### config.mk
export PLATFORM = sky130hd
export DESIGN_NAME = shift_capture_flat
export DESIGN_NICKNAME = d
export VERILOG_FILES = /design/src/rtl/shift_capture_if.sv /design/src/rtl/shift_capture.sv /design/src/flat_wrapper.sv
export SDC_FILE = /design/constraint.sdc
export NUM_CORES = 1
export LEC_CHECK = 0
export ABC_AREA = 1
export ABC_CLOCK_PERIOD_IN_PS = 1800
export CORE_ASPECT_RATIO = 1.2
export CORE_MARGIN = 8
export CORE_UTILIZATION = 53
export DETAILED_ROUTE_END_ITERATION = 8
export GPL_TIMING_DRIVEN = 0
export PLACE_DENSITY = 0.88
export SYNTH_ARGS = -nofsm -noshare
export SYNTH_HDL_FRONTEND = slang
export SYNTH_SLANG_ARGS = --single-unit
### constraint.sdc
create_clock -name Clk -period 1.8 [get_ports Clk]
set_input_delay 0.45 -clock Clk [delete_from_list [all_inputs] [get_ports Clk]]
set_output_delay 0.45 -clock Clk [all_outputs]
set_load 0.02 [all_outputs]
### src/rtl/shift_capture_if.sv
// Interface bundling the serial capture inputs and the FIFO drain port of
// shift_capture. The DUT side uses the slave modport; the producer/consumer
// side (control unit, display, logger or a bench) uses master.
interface shift_capture_if #(
  parameter int WIDTH = 8,
  parameter int DEPTH = 4
);
  localparam int OCC_W = $clog2(DEPTH + 1);

  logic             Shift_En;
  logic             A_In;
  logic             B_In;
  logic             Out_Ready;
  logic             Out_Valid;
  logic [WIDTH-1:0] A_Word;
  logic [WIDTH-1:0] B_Word;
  logic [OCC_W-1:0] Count;
  logic             Busy;
  logic             Overflow;
  logic             Proto_Err;

  modport slave (
    input  Shift_En, A_In, B_In, Out_Ready,
    output Out_Valid, A_Word, B_Word, Count, Busy, Overflow, Proto_Err
  );

  modport master (
    output Shift_En, A_In, B_In, Out_Ready,
    input  Out_Valid, A_Word, B_Word, Count, Busy, Overflow, Proto_Err
  );
endinterface

### src/rtl/shift_capture.sv
// shift_capture: rebuilds the serial A/B shift stream (LSB first) into
// WIDTH-bit words and buffers them in a DEPTH-entry FIFO drained over a
// valid/ready port.
// Build option: define SHIFT_CAPTURE_ABORT_EN to discard a partial word as
// soon as Shift_En drops during SHIFT; otherwise a partial word is held and
// resumes on the next Shift_En.
//
// state  | meaning
// IDLE   | no word in progress, bit_cnt = 0
// SHIFT  | word partially captured, bit_cnt = bits sampled so far
// COMMIT | full word in sa/sb, pushed (or dropped when full) this cycle
module shift_capture #(
  parameter int WIDTH = 8,
  parameter int DEPTH = 4
) (
  input logic           Clk,
  input logic           Reset,
  shift_capture_if.slave bus
);
  localparam int CNT_W = $clog2(WIDTH);
  localparam int PTR_W = $clog2(DEPTH);
  localparam int OCC_W = $clog2(DEPTH + 1);
  localparam logic [CNT_W-1:0] LAST_BIT = CNT_W'(WIDTH - 1);
  localparam logic [OCC_W-1:0] FULL_CNT = OCC_W'(DEPTH);

  typedef enum logic [1:0] {IDLE, SHIFT, COMMIT} state_t;

  state_t             state, state_nxt;
  logic [CNT_W-1:0]   bit_cnt;
  logic [WIDTH-1:0]   sa, sb;
  logic               sample, cnt_inc, cnt_clr, commit, proto_set;

  logic [2*WIDTH-1:0] mem [DEPTH];
  logic [2*WIDTH-1:0] head;
  logic [PTR_W-1:0]   rd_ptr, wr_ptr;
  logic [OCC_W-1:0]   count;
  logic               overflow, proto_err;
  logic               empty, full, pop, push, ovf_set;

  // State register.
  always_ff @(posedge Clk or negedge Reset) begin
    if (!Reset) state <= IDLE;
    else        state <= state_nxt;
  end

  // Next-state decode and per-cycle datapath strobes.
  always_comb begin
    state_nxt = state;
    sample    = 1'b0;
    cnt_inc   = 1'b0;
    cnt_clr   = 1'b0;
    commit    = 1'b0;
    proto_set = 1'b0;
    case (state)
      IDLE: begin
        if (bus.Shift_En) begin
          sample    = 1'b1;
          cnt_inc   = 1'b1;
          state_nxt = SHIFT;
        end
      end
      SHIFT: begin
        if (bus.Shift_En) begin
          sample = 1'b1;
          if (bit_cnt == LAST_BIT) state_nxt = COMMIT;
          else                     cnt_inc   = 1'b1;
        end else begin
`ifdef SHIFT_CAPTURE_ABORT_EN
          // Execute never pauses mid-word, so a gap means it was aborted.
          cnt_clr   = 1'b1;
          state_nxt = IDLE;
`endif
        end
      end
      COMMIT: begin
        commit    = 1'b1;
        cnt_clr   = 1'b1;
        proto_set = bus.Shift_En;
        state_nxt = IDLE;
      end
      default: state_nxt = IDLE;
    endcase
  end

  // Bit counter and the two deserialising shift registers.
  always_ff @(posedge Clk or negedge Reset) begin
    if (!Reset) begin
      bit_cnt <= '0;
      sa      <= '0;
      sb      <= '0;
    end else begin
      if (cnt_clr)      bit_cnt <= '0;
      else if (cnt_inc) bit_cnt <= bit_cnt + CNT_W'(1);
      if (sample) begin
        sa <= {bus.A_In, sa[WIDTH-1:1]};
        sb <= {bus.B_In, sb[WIDTH-1:1]};
      end
    end
  end

  assign empty   = (count == '0);
  assign full    = (count == FULL_CNT);
  assign pop     = !empty && bus.Out_Ready;
  // A pop in the same cycle frees the slot, so a full FIFO still accepts.
  assign push    = commit && (!full || pop);
  assign ovf_set = commit && full && !pop;

  // FIFO storage; contents are only visible through the empty-gated head.
  always_ff @(posedge Clk) begin
    if (push) mem[wr_ptr] <= {sa, sb};
  end

  // Pointers, occupancy and sticky error flags.
  always_ff @(posedge Clk or negedge Reset) begin
    if (!Reset) begin
      rd_ptr    <= '0;
      wr_ptr    <= '0;
      count     <= '0;
      overflow  <= 1'b0;
      proto_err <= 1'b0;
    end else begin
      if (push) wr_ptr <= wr_ptr + PTR_W'(1);
      if (pop)  rd_ptr <= rd_ptr + PTR_W'(1);
      if (push && !pop)      count <= count + OCC_W'(1);
      else if (pop && !push) count <= count - OCC_W'(1);
      if (ovf_set)   overflow  <= 1'b1;
      if (proto_set) proto_err <= 1'b1;
    end
  end

  assign head          = mem[rd_ptr];
  assign bus.Out_Valid = !empty;
  assign bus.A_Word    = empty ? '0 : head[2*WIDTH-1:WIDTH];
  assign bus.B_Word    = empty ? '0 : head[WIDTH-1:0];
  assign bus.Count     = count;
  assign bus.Busy      = (state != IDLE);
  assign bus.Overflow  = overflow;
  assign bus.Proto_Err = proto_err;
endmodule
### src/flat_wrapper.sv
// flat-port wrapper written by rule: the top's interface ports become plain ports
module shift_capture_flat 
#(
  parameter int WIDTH = 8,
  parameter int DEPTH = 4
)
  (Clk, Reset, bus_Shift_En, bus_A_In, bus_B_In, bus_Out_Ready, bus_Out_Valid, bus_A_Word, bus_B_Word, bus_Count, bus_Busy, bus_Overflow, bus_Proto_Err);
  shift_capture_if #(.WIDTH(WIDTH), .DEPTH(DEPTH)) bus_i ();
  input logic Clk;
  input logic Reset;
  input wire logic [$bits(bus_i.Shift_En)-1:0] bus_Shift_En;
  input wire logic [$bits(bus_i.A_In)-1:0] bus_A_In;
  input wire logic [$bits(bus_i.B_In)-1:0] bus_B_In;
  input wire logic [$bits(bus_i.Out_Ready)-1:0] bus_Out_Ready;
  output wire logic [$bits(bus_i.Out_Valid)-1:0] bus_Out_Valid;
  output wire logic [$bits(bus_i.A_Word)-1:0] bus_A_Word;
  output wire logic [$bits(bus_i.B_Word)-1:0] bus_B_Word;
  output wire logic [$bits(bus_i.Count)-1:0] bus_Count;
  output wire logic [$bits(bus_i.Busy)-1:0] bus_Busy;
  output wire logic [$bits(bus_i.Overflow)-1:0] bus_Overflow;
  output wire logic [$bits(bus_i.Proto_Err)-1:0] bus_Proto_Err;
  assign bus_i.Shift_En = bus_Shift_En;
  assign bus_i.A_In = bus_A_In;
  assign bus_i.B_In = bus_B_In;
  assign bus_i.Out_Ready = bus_Out_Ready;
  assign bus_Out_Valid = bus_i.Out_Valid;
  assign bus_A_Word = bus_i.A_Word;
  assign bus_B_Word = bus_i.B_Word;
  assign bus_Count = bus_i.Count;
  assign bus_Busy = bus_i.Busy;
  assign bus_Overflow = bus_i.Overflow;
  assign bus_Proto_Err = bus_i.Proto_Err;
  shift_capture #(.WIDTH(WIDTH), .DEPTH(DEPTH)) u_core (.Clk(Clk), .Reset(Reset), .bus(bus_i));
endmodule
==> impl_metrics.env <==
export IMPL_cpMaxStageDelayCell="dfrtp_1"
export IMPL_synthTopCellsByArea="edfxtp_1 46%, dfrtp_1 18%, nand2_1 10%"
export IMPL_path_class="flip-flop to output port"
export IMPL_clock_skew_ns=0.02181
export IMPL_grt_overflow=0
export IMPL_setup_worst_path_end_class="output port"
export IMPL_wl_um=11500
export IMPL_dp_hpwl_um=5448
export IMPL_cp_slowest_stage_delay_ns=0.39
export IMPL_synth_ff_type="edfxtp_1"
export IMPL_clk_latency_ns=0.36
export IMPL_yosys_area_top_type="edfxtp_1"
export IMPL_synth_avg_cell_area_um2=10.17
export IMPL_cts_tree="done"
export IMPL_cts_buffer_depth=2
export IMPL_run_status="complete, but fails checks"
export IMPL_syn_inst=407
export IMPL_drtIter0Drc=316
export IMPL_postSynth_asyncResetShare=0.3191
export IMPL_crit_top_cell="buf_6"
export IMPL_detail_route_drc_violations=0
export IMPL_yosysUniqueCellTypes=23
export IMPL_grt_usage=0.1899
export IMPL_p_leak_uw=0.002659
export IMPL_cts_root_buffer="clkbuf_8"
export IMPL_syn_to_final_growth_pct=38.27
export IMPL_dr_pass1_iters=5
export IMPL_synth_top_area_frac=0.4643
export IMPL_layout_drive_gt1_share=0.4136
export IMPL_grt_antenna_before_repair=0
export IMPL_arrival_ns=1.64
export IMPL_synthesis_yosys_warnings=0
export IMPL_synth_most_common_cell="nand2_1"
export IMPL_crit_path_cell_trace="buf_6 -> buf_6 -> buf_8 -> nand2_4 -> nand3_2 -> a21oi_2 -> buf_6"
export IMPL_start_util=0.5432
export IMPL_ant_nets=0
export IMPL_netlist_area_um2=4139
export IMPL_clkTransAtPathRegs_ns=0.11
export IMPL_start_kind="flip-flop"
export IMPL_htree_levels=3
export IMPL_vdd_drop_max_mv=1.196
export IMPL_cap_violations=0
export IMPL_gp_congestion=0.7938
export IMPL_tightest_slew_ns=0.6591
export IMPL_fp_dieH_um=112.8
export IMPL_io_pins=29
export IMPL_maxSlewViolCount=0
export IMPL_vias=3207
export IMPL_die_w_um=96.67
export IMPL_yosysSeqAreaShare=0.6457
export IMPL_critical_path_top_delay_family="buffers and inverters"
export IMPL_synth_edf_count=64
export IMPL_clock_sinks=94
export IMPL_synthTopCellsByCount="114 x nand2_1, 87 x inv_1, 64 x edfxtp_1"
export IMPL_nets=495
export IMPL_viasPerCell=5.548
export IMPL_path_max_fanout=7
export IMPL_cp_num_buf_inv=4
export IMPL_period_share=1.162
export IMPL_hold_worst_slack_ns=0.1094
export IMPL_hold_buffers=0
export IMPL_grt_pass1_vias=3230
export IMPL_die_area_um2=10900
export IMPL_cts_buffers=9
export IMPL_hold_viol_final=0
export IMPL_finalSetupViolations=17
export IMPL_worst_slack_ns=-0.2921
export IMPL_violations="negative setup slack"
export IMPL_design_area_um2=5723
export IMPL_grt_pass1_wl_um=16480
export IMPL_placed_area_um2=4559
export IMPL_max_freq_ghz=0.4780
export IMPL_post_drt_wl_per_cell_um=19.89
export IMPL_coreArea_um2=7620
export IMPL_ys_seq_elements=94
export IMPL_synth_nets=421
export IMPL_required_ns=1.35
export IMPL_finalPower_uw=9501
export IMPL_hold_class="primary input to async pin"
export IMPL_rsz0062_at_grt="true"
export IMPL_diodes=0
export IMPL_max_slew_margin=0.5606
export IMPL_grt_max_degree=31
export IMPL_fin_crit_ns=2.092
export IMPL_powerDensity_nw_per_um2=1660
export IMPL_rows=35
export IMPL_io_buffers=28
==> flip-flops by register name (all words and copies together), names as in the netlist <==
name and cells:
u_core.mem 64, u_core.sa 8, u_core.sb 8, u_core.bit_cnt 3, u_core.bus.Count 3, u_core.rd_ptr 2, u_core.state 2, u_core.wr_ptr 2
u_core.bus.Overflow 1, u_core.bus.Proto_Err 1
==> cell families after synthesis <==
kind of cell,share of synthesized area
fa+ha+maj,0.02600
xor+xnor,0.004233
simple gates,0.1669
flops,0.6457
buf+inv,0.1109
compound gates,0.04625
==> power breakdown <==
part | switching [uW] | leakage (uW) | internal (uW)
combinational | 2700 | 0.00159 | 2280
sequential | 310 | 0.000960 | 2720
clock | 723 | 0.000106 | 781
total | 3730 | 0.00266 | 5770
==> per-stage QoR <==
step | util | instances | setup TNS (ns) | worst slack, ns
after floorplan | - | 407 | -3.908 | -0.06106
after global routing | 0.7511 | 578 | -5.050 | -0.3568
after global placement | 0.5974 | 527 | -75.61 | -1.032
final | 0.7511 | 578 | -4.038 | -0.2921
after CTS | 0.7080 | 571 | -3.461 | -0.2663
after detailed placement | 0.5984 | 527 | -60.33 | -1.091
==> cells in the final DEF, fill, tap and decap left out, types with 7 or more instances in the layout <==
master    count
clkbuf_8      9
nand3_2      29
o21ai_0       9
buf_6        20
nand3_1       7
buf_4        28
nand2_4      17
a21oi_2      15
buf_8         9
nand2_2      30
dfrtp_1      27
nand2_1      69
inv_1        81
edfxtp_1     64
==> what timing repair did <==
action / in CTS / in global routing
resized for setup: 183 / 83
pin swaps: 30 / 30
setup endpoints to repair: 87 / 38
cloned: 6 / 0
setup buffers: 22 / 8
==> path summary, 6_finish.rpt <==
| path | slack, ns | from | depth (start not counted) | endpoint |
|---|---|---|---|---|
| max reg2reg | 0 | u_core.bus.Count[0] | 10 | u_core.bus.Count[1] |
| max in group asynchronous | 1.21 | Reset | 1 | u_core.state[1] |
| min | 0.11 | Reset | 1 | u_core.sb[0] |
| max | -0.29 | u_core.rd_ptr[0] | 7 | bus_B_Word[5] |
| min in group Clk | 0.49 | u_core.bus.Overflow | 1 | u_core.bus.Overflow |
| min reg2reg | 0.49 | u_core.bus.Overflow | 1 | u_core.bus.Overflow |
==> routing by layer <==
metal,vias to the layer above,track usage,share of wire
li1,1429,-,-
met1,1553,0.2022,0.36
met2,185,0.3418,0.52
met3,40,0.04266,0.077
met4,0,0.1007,0.045
met5,-,0,0
==> worst reg2reg max path, stage by stage, from the launching register on <==
cell and delay (ns):
dfrtp_2 0.43, nor2_4 0.14, buf_6 0.11, nand3_4 0.09, nand2_8 0.12, inv_4 0.05, ha_4 0.17, inv_4 0.06
fa_2 0.42, nand2_1 0.07, nand2_1 0.05
==> cell type report <==
| cell class | count | area (um2) |
|---|---|---|
| Clock buffer | 10 | 127.6 |
| Sequential cell | 94 | 2676 |
| Clock inverter | 6 | 86.33 |
| Multi-Input combinational cell | 209 | 1504 |
| Buffer | 13 | 170.2 |
| Timing Repair Buffer | 63 | 671.9 |
| Fill cell | 431 | 1897 |
| Inverter | 91 | 371.6 |
| Tap cell | 92 | 115.1 |
Note: power is estimated with default switching activity, not from simulation.
